[src/rtl/tx_pkg.sv]
// Shared definitions for the parametrised serial transmitter: FSM states,
// parity modes and the frame-length helper.
package tx_pkg;

   typedef enum logic [2:0] {
      IDLE,
      START,
      DATA,
      PAR,
      STOP
   } tx_state_e;

   localparam int unsigned PAR_NONE = 0;
   localparam int unsigned PAR_EVEN = 1;
   localparam int unsigned PAR_ODD  = 2;

   function automatic int unsigned frame_len(input int unsigned data_bits,
                                             input int unsigned parity,
                                             input int unsigned stop_bits,
                                             input int unsigned clk_div);
      return (1 + data_bits + ((parity != PAR_NONE) ? 1 : 0) + stop_bits) * clk_div;
   endfunction

endpackage

[src/rtl/tx_baud_gen.sv]
// Bit-period timer: counts CLK_DIV clocks per bit and strobes bit_tick_o in the
// last cycle of each bit; restart_i holds the count at zero.
module tx_baud_gen #(
   parameter int unsigned CLK_DIV = 16
) (
   input  logic clk,
   input  logic rst_n,
   input  logic restart_i,
   output logic bit_tick_o
);

   localparam int unsigned CNT_W = $clog2(CLK_DIV);
   localparam logic [CNT_W-1:0] LAST = CNT_W'(CLK_DIV - 1);

   logic [CNT_W-1:0] cnt_q, cnt_d;

   assign bit_tick_o = (cnt_q == LAST);

   always_comb begin
      cnt_d = cnt_q + 1'b1;
      if (restart_i || bit_tick_o) begin
         cnt_d = '0;
      end
   end

   always_ff @(posedge clk or negedge rst_n) begin
      if (!rst_n) begin
         cnt_q <= '0;
      end else begin
         cnt_q <= cnt_d;
      end
   end

endmodule

[src/rtl/tx_uart_param.sv]
// Parametrised LSB-first serial transmitter with a one-entry holding buffer,
// edge-qualified start, overflow pulse and frame-done pulse.
module tx_uart_param
   import tx_pkg::*;
#(
   parameter int unsigned DATA_BITS = 8,
   parameter int unsigned CLK_DIV   = 16,
   parameter int unsigned PARITY    = 0,
   parameter int unsigned STOP_BITS = 1
) (
   input  logic                 clk,
   input  logic                 rst_n,
   input  logic                 tx_start,
   input  logic [DATA_BITS-1:0] tx_pi,
   output logic                 tx_so,
   output logic                 tx_busy,
   output logic                 tx_ready,
   output logic                 tx_done,
   output logic                 tx_ovf
);

   if (DATA_BITS < 5 || DATA_BITS > 9 || CLK_DIV < 2 || CLK_DIV > 65535 ||
       PARITY > 2 || STOP_BITS < 1 || STOP_BITS > 2) begin : g_param_check
      $fatal(1, "tx_uart_param: illegal parameter value");
   end

   localparam int unsigned BIT_W = $clog2(DATA_BITS + 1);
   localparam logic [BIT_W-1:0] LAST_DATA = BIT_W'(DATA_BITS - 1);
   localparam logic [BIT_W-1:0] LAST_STOP = BIT_W'(STOP_BITS - 1);

   tx_state_e            state_q, state_d;
   logic [DATA_BITS-1:0] sh_q, sh_d;
   logic [DATA_BITS-1:0] buf_q, buf_d;
   logic                 buf_full_q, buf_full_d;
   logic                 par_q, par_d;
   logic [BIT_W-1:0]     bit_q, bit_d;
   logic                 so_q, so_d;
   logic                 ovf_q, ovf_d;
   logic                 start_q;
   logic                 arm_q;
   logic                 start_edge;
   logic                 load_sh;
   logic                 done;
   logic                 bit_tick;

   tx_baud_gen #(.CLK_DIV(CLK_DIV)) u_baud (
      .clk        (clk),
      .rst_n      (rst_n),
      .restart_i  (state_q == IDLE),
      .bit_tick_o (bit_tick)
   );

   // arm_q masks the first cycle after reset so a start level held through reset is not an edge
   assign start_edge = tx_start & ~start_q & arm_q;

   always_comb begin
      state_d    = state_q;
      sh_d       = sh_q;
      buf_d      = buf_q;
      buf_full_d = buf_full_q;
      par_d      = par_q;
      bit_d      = bit_q;
      so_d       = so_q;
      load_sh    = 1'b0;
      done       = 1'b0;
      ovf_d      = start_edge & buf_full_q;

      case (state_q)
         IDLE: begin
            if (buf_full_q) load_sh = 1'b1;
         end
         START: begin
            if (bit_tick) begin
               state_d = DATA;
               bit_d   = '0;
               so_d    = sh_q[0];
            end
         end
         DATA: begin
            if (bit_tick) begin
               if (bit_q == LAST_DATA) begin
                  bit_d = '0;
                  if (PARITY != PAR_NONE) begin
                     state_d = PAR;
                     so_d    = par_q;
                  end else begin
                     state_d = STOP;
                     so_d    = 1'b1;
                  end
               end else begin
                  bit_d = bit_q + 1'b1;
                  sh_d  = sh_q >> 1;
                  so_d  = sh_q[1];
               end
            end
         end
         PAR: begin
            if (bit_tick) begin
               state_d = STOP;
               bit_d   = '0;
               so_d    = 1'b1;
            end
         end
         STOP: begin
            if (bit_tick) begin
               if (bit_q == LAST_STOP) begin
                  done = 1'b1;
                  if (buf_full_q) begin
                     load_sh = 1'b1;
                  end else begin
                     state_d = IDLE;
                     so_d    = 1'b1;
                  end
               end else begin
                  bit_d = bit_q + 1'b1;
               end
            end
         end
         default: state_d = IDLE;
      endcase

      if (load_sh) begin
         state_d    = START;
         sh_d       = buf_q;
         par_d      = (PARITY == PAR_ODD) ? ~(^buf_q) : ^buf_q;
         so_d       = 1'b0;
         buf_full_d = 1'b0;
      end else if (start_edge && !buf_full_q) begin
         buf_d      = tx_pi;
         buf_full_d = 1'b1;
      end
   end

   always_ff @(posedge clk or negedge rst_n) begin
      if (!rst_n) begin
         state_q    <= IDLE;
         sh_q       <= '0;
         buf_q      <= '0;
         buf_full_q <= 1'b0;
         par_q      <= 1'b0;
         bit_q      <= '0;
         so_q       <= 1'b1;
         ovf_q      <= 1'b0;
         start_q    <= 1'b0;
         arm_q      <= 1'b0;
      end else begin
         state_q    <= state_d;
         sh_q       <= sh_d;
         buf_q      <= buf_d;
         buf_full_q <= buf_full_d;
         par_q      <= par_d;
         bit_q      <= bit_d;
         so_q       <= so_d;
         ovf_q      <= ovf_d;
         start_q    <= tx_start;
         arm_q      <= 1'b1;
      end
   end

   assign tx_so    = so_q;
   assign tx_busy  = (state_q != IDLE);
   assign tx_ready = ~buf_full_q;
   assign tx_done  = done;
   assign tx_ovf   = ovf_q;

endmodule

[config.mk]
export PLATFORM = sky130hd
export DESIGN_NAME = tx_uart_param
export DESIGN_NICKNAME = d
export VERILOG_FILES = /design/src/rtl/tx_pkg.sv /design/src/rtl/tx_baud_gen.sv /design/src/rtl/tx_uart_param.sv
export SDC_FILE = /design/constraint.sdc
export NUM_CORES = 1
export LEC_CHECK = 0
export BUFFER_PORTS_ARGS = -buffer_cell sky130_fd_sc_hd__buf_2
export CORE_UTILIZATION = 35
export DETAILED_ROUTE_END_ITERATION = 12
export GPL_TIMING_DRIVEN = 0
export PLACE_DENSITY = 0.61
export SLEW_MARGIN = 25
export SYNTH_ARGS = -nofsm -noshare
export SYNTH_HDL_FRONTEND = slang
export SYNTH_SLANG_ARGS = --single-unit
[constraint.sdc]
create_clock -name clk -period 4 [get_ports clk]
set_input_delay 0 -clock clk [delete_from_list [all_inputs] [get_ports clk]]
set_output_delay 0 -clock clk [all_outputs]
set_load 0.05 [all_outputs]
==> results.json <==
{
  "status": "finished, final reports clean",
  "async_flop_share_pct": 100,
  "yosysUniqueCellTypes": 50,
  "syn_area_per_cell_um2": 11.4,
  "synth_warnings": 0,
  "yosys-top-cells-area": "dfrtp_1, mux2_2, nand3_1",
  "slowest_delay_ns": 0.43,
  "yosysTopAreaCell": "dfrtp_1",
  "worst_setup_path_start_kind": "register",
  "path_delay_family": "compound AO/OA/AOI/OAI gates",
  "timing.setup.tns_ns": 0,
  "drtAntennaViolNets": 0,
  "ys_dominant_reg_cell": "dfrtp_1",
  "first_global_vias": 1268,
  "setup_viol": 0,
  "worst_setup_path_end_kind": "register",
  "drt_first_pass_iters": 4,
  "yosysSeqAreaShare_pct": 49.9,
  "grt_usage_pct": 14.9,
  "synth-simple-area-share_pct": 20.2,
  "fmax_ghz": 0.525,
  "period_share_pct": 47.6,
  "via_count": 1170,
  "period_minus_slack_ns": 1.90,
  "clockBufferDepth": 2,
  "max_cap_violations": 0,
  "required_ns": 4.17,
  "crit_slowest_cell": "or3b_4",
  "place.gp.congestion": 0.833,
  "rsz0062_at_grt": "no",
  "drcViolationCount": 0,
  "port_buffers": 15,
  "vias_per_cell": 5.18,
  "diodes": 0,
  "dpl.hpwl_um": 2270,
  "path_cells": "inv_1 -> ha_1 -> or3b_4 -> o21ai_4 -> a21boi_1 -> a221o_1",
  "clock_latency_ns": 0.28,
  "rows": 24,
  "synth_top_family_by_area": "simple AND/OR/NAND/NOR gates",
  "synth_compound_area_share_pct": 11.4,
  "timing.final.ws_setup_ns": 2.10,
  "fin_nets": 187,
  "synth_edf_count": 0,
  "powerDensity_mw_per_mm2": 688,
  "die_h_um": 69.8,
  "syn_nets": 155,
  "synthAdderAreaFrac_pct": 2.33,
  "cts_tree": "yes",
  "start_util_pct": 36.7,
  "grt_antenna_before_repair": 0,
  "fp.dieW_um": 69.8,
  "tightest_slew_ns": 0.704,
  "die_area_mm2": 0.00487,
  "hp-class": "input pin to async pin",
  "crit_type": "register to register",
  "final_core_util_pct": 44.6,
  "synth-seq-cells": 32,
  "synth_top_area_share_pct": 48.2,
  "slew_viol_final": 0,
  "core_area_mm2": 0.00438,
  "fill_cells": 416,
  "pre_cts_slack_ns": 2.11,
  "muxShareOfSynthArea_pct": 10.9,
  "power_mw": 1.35,
  "ctsResizeCount": 0,
  "drt-total-wl_um": 3180,
  "cts_inserted_buffers": 5,
  "clk_pin_slew_worst_paths_ns": 0.07,
  "overflow": 0,
  "arrival_ns": 2.07,
  "p_leak_nw": 0.882,
  "critPathMaxFanout": 8,
  "hold_viol_final": 0,
  "wl_per_cell_um": 14.0,
  "final_area_mm2": 0.00196,
  "synth_xor_area_share_pct": 1.09,
  "io_pins": 16,
  "area.growth.synth_to_final_pct": 21.6,
  "cts_root_buf": "clkbuf_8",
  "place_area_mm2": 0.00175,
  "cp_num_buf_inv": 1,
  "cts.sinks": 32,
  "drive_above_1_share_pct": 28.7,
  "netlist_area_mm2": 0.00161,
  "finalClockSkew_ns": 0.00233,
  "drtIter0Drc": 35,
  "grt_max_degree": 33,
  "syn-instance-count": 141,
  "slew_headroom_pct": 53.1,
  "peakVddDrop_mv": 0.301,
  "h-tree-depth": 2,
  "grt_pass1_wl_um": 5650
}
## routing by layer
metal	share of wire (%)	track usage (%)	up-vias
met5	0	0	-
met4	1.5	6.67	0
met3	3.7	3.92	6
met2	51	26.1	22
met1	44	16.8	573
li1	-	-	569
## state kept, by name, summed over array words and instances, names as in the netlist
register	flops
arm_q	1
bit_q	4
buf_full_q	1
buf_q	8
sh_q	8
start_q	1
state_q	3
tx_ovf	1
tx_so	1
u_baud.cnt_q	4
## final timing paths
check / start / end / slack [ns] / cells after the start
min in group clk: tx_start / start_q / 0.38 / 2
min reg2reg: u_baud.cnt_q[0] / u_baud.cnt_q[0] / 0.48 / 1
max in group asynchronous: rst_n / buf_q[2] / 3.25 / 2
min: rst_n / u_baud.cnt_q[2] / 0.29 / 2
max: bit_q[0] / sh_q[3] / 2.10 / 6
max reg2reg: bit_q[0] / sh_q[3] / 2.10 / 6
## synthesized netlist by cell type, types with 2 or more instances
library cell / number
dfrtp_1: 31
mux2_2: 10
nor2_1: 10
nand3_1: 9
o21ai_1: 7
inv_1: 6
mux2i_1: 4
nand2_1: 4
ha_1: 3
nand2b_1: 3
nand3b_1: 3
nor3_1: 3
a21oi_1: 2
a221o_1: 2
and2_1: 2
buf_2: 2
buf_6: 2
mux2_1: 2
nor3_2: 2
o21ai_0: 2
o31ai_1: 2
xor2_1: 2
## layout by cell type (no fill, tap or decap), drive strengths merged, types with 2 or more instances in the layout
cell / n
mux2: 12
dlygate4sd3: 10
mux2i: 4
and3: 2
buf: 20
a221o: 2
clkbuf: 6
inv: 6
nor4: 2
o21ai: 10
nand3: 10
xor2: 2
a21oi: 3
nor3: 5
nand3b: 3
o31ai: 2
nand2b: 3
ha: 3
dfrtp: 31
nand2: 4
nor2: 11
or3b: 2
nor3b: 2
and2: 2
## metrics by stage
stage | hold WS [ns] | cells
global route | 0.375 | 226
CTS | 0.331 | 226
floorplan | -0.296 | 141
finish | 0.294 | 226
detailed placement | 0.0961 | 208
global placement | 0.0850 | 208
## what timing repair did
| action | in CTS | in global routing |
|---|---|---|
| endpoints found under the hold margin | 40 | 0 |
| hold buffers | 10 | 0 |
| endpoints found under the setup margin | 0 | 0 |
| buffers inserted | 0 | 0 |
## power by group
part	switching (mW)	internal (mW)	total (mW)
clock	0.119	0.185	0.304
sequential	0.0822	0.447	0.529
combinational	0.287	0.225	0.513
## worst register-to-register path, stage by stage, from the launching register on
cell and delay (ns):
dfrtp_1 0.40, inv_1 0.09, ha_1 0.15, or3b_4 0.43, o21ai_4 0.26, a21boi_1 0.14
a221o_1 0.32
## final cells by class
type | instances | area, µm² | share of cell area, %
repair buffers | 25 | 175 | 8.96
inverters | 6 | 22.5 | 1.15
well taps | 52 | 65.1 | 3.33
flip-flops and latches | 32 | 802 | 41.0
multi-input cells | 98 | 743 | 38.0
plain buffers | 5 | 40.0 | 2.05
clock inverters | 2 | 35.0 | 1.79
clock buffers | 6 | 72.6 | 3.71
## logic make-up (layout without fill, tap and decap cells)
logic type	count (synthesis)	count (layout)
mux	16	16
compound gates	25	25
buf+inv	11	44
fa+ha+maj	3	3
other cells	1	1
xor+xnor	2	2
flops	32	32
simple gates	51	51
Note: power is estimated with default switching activity, not from simulation.
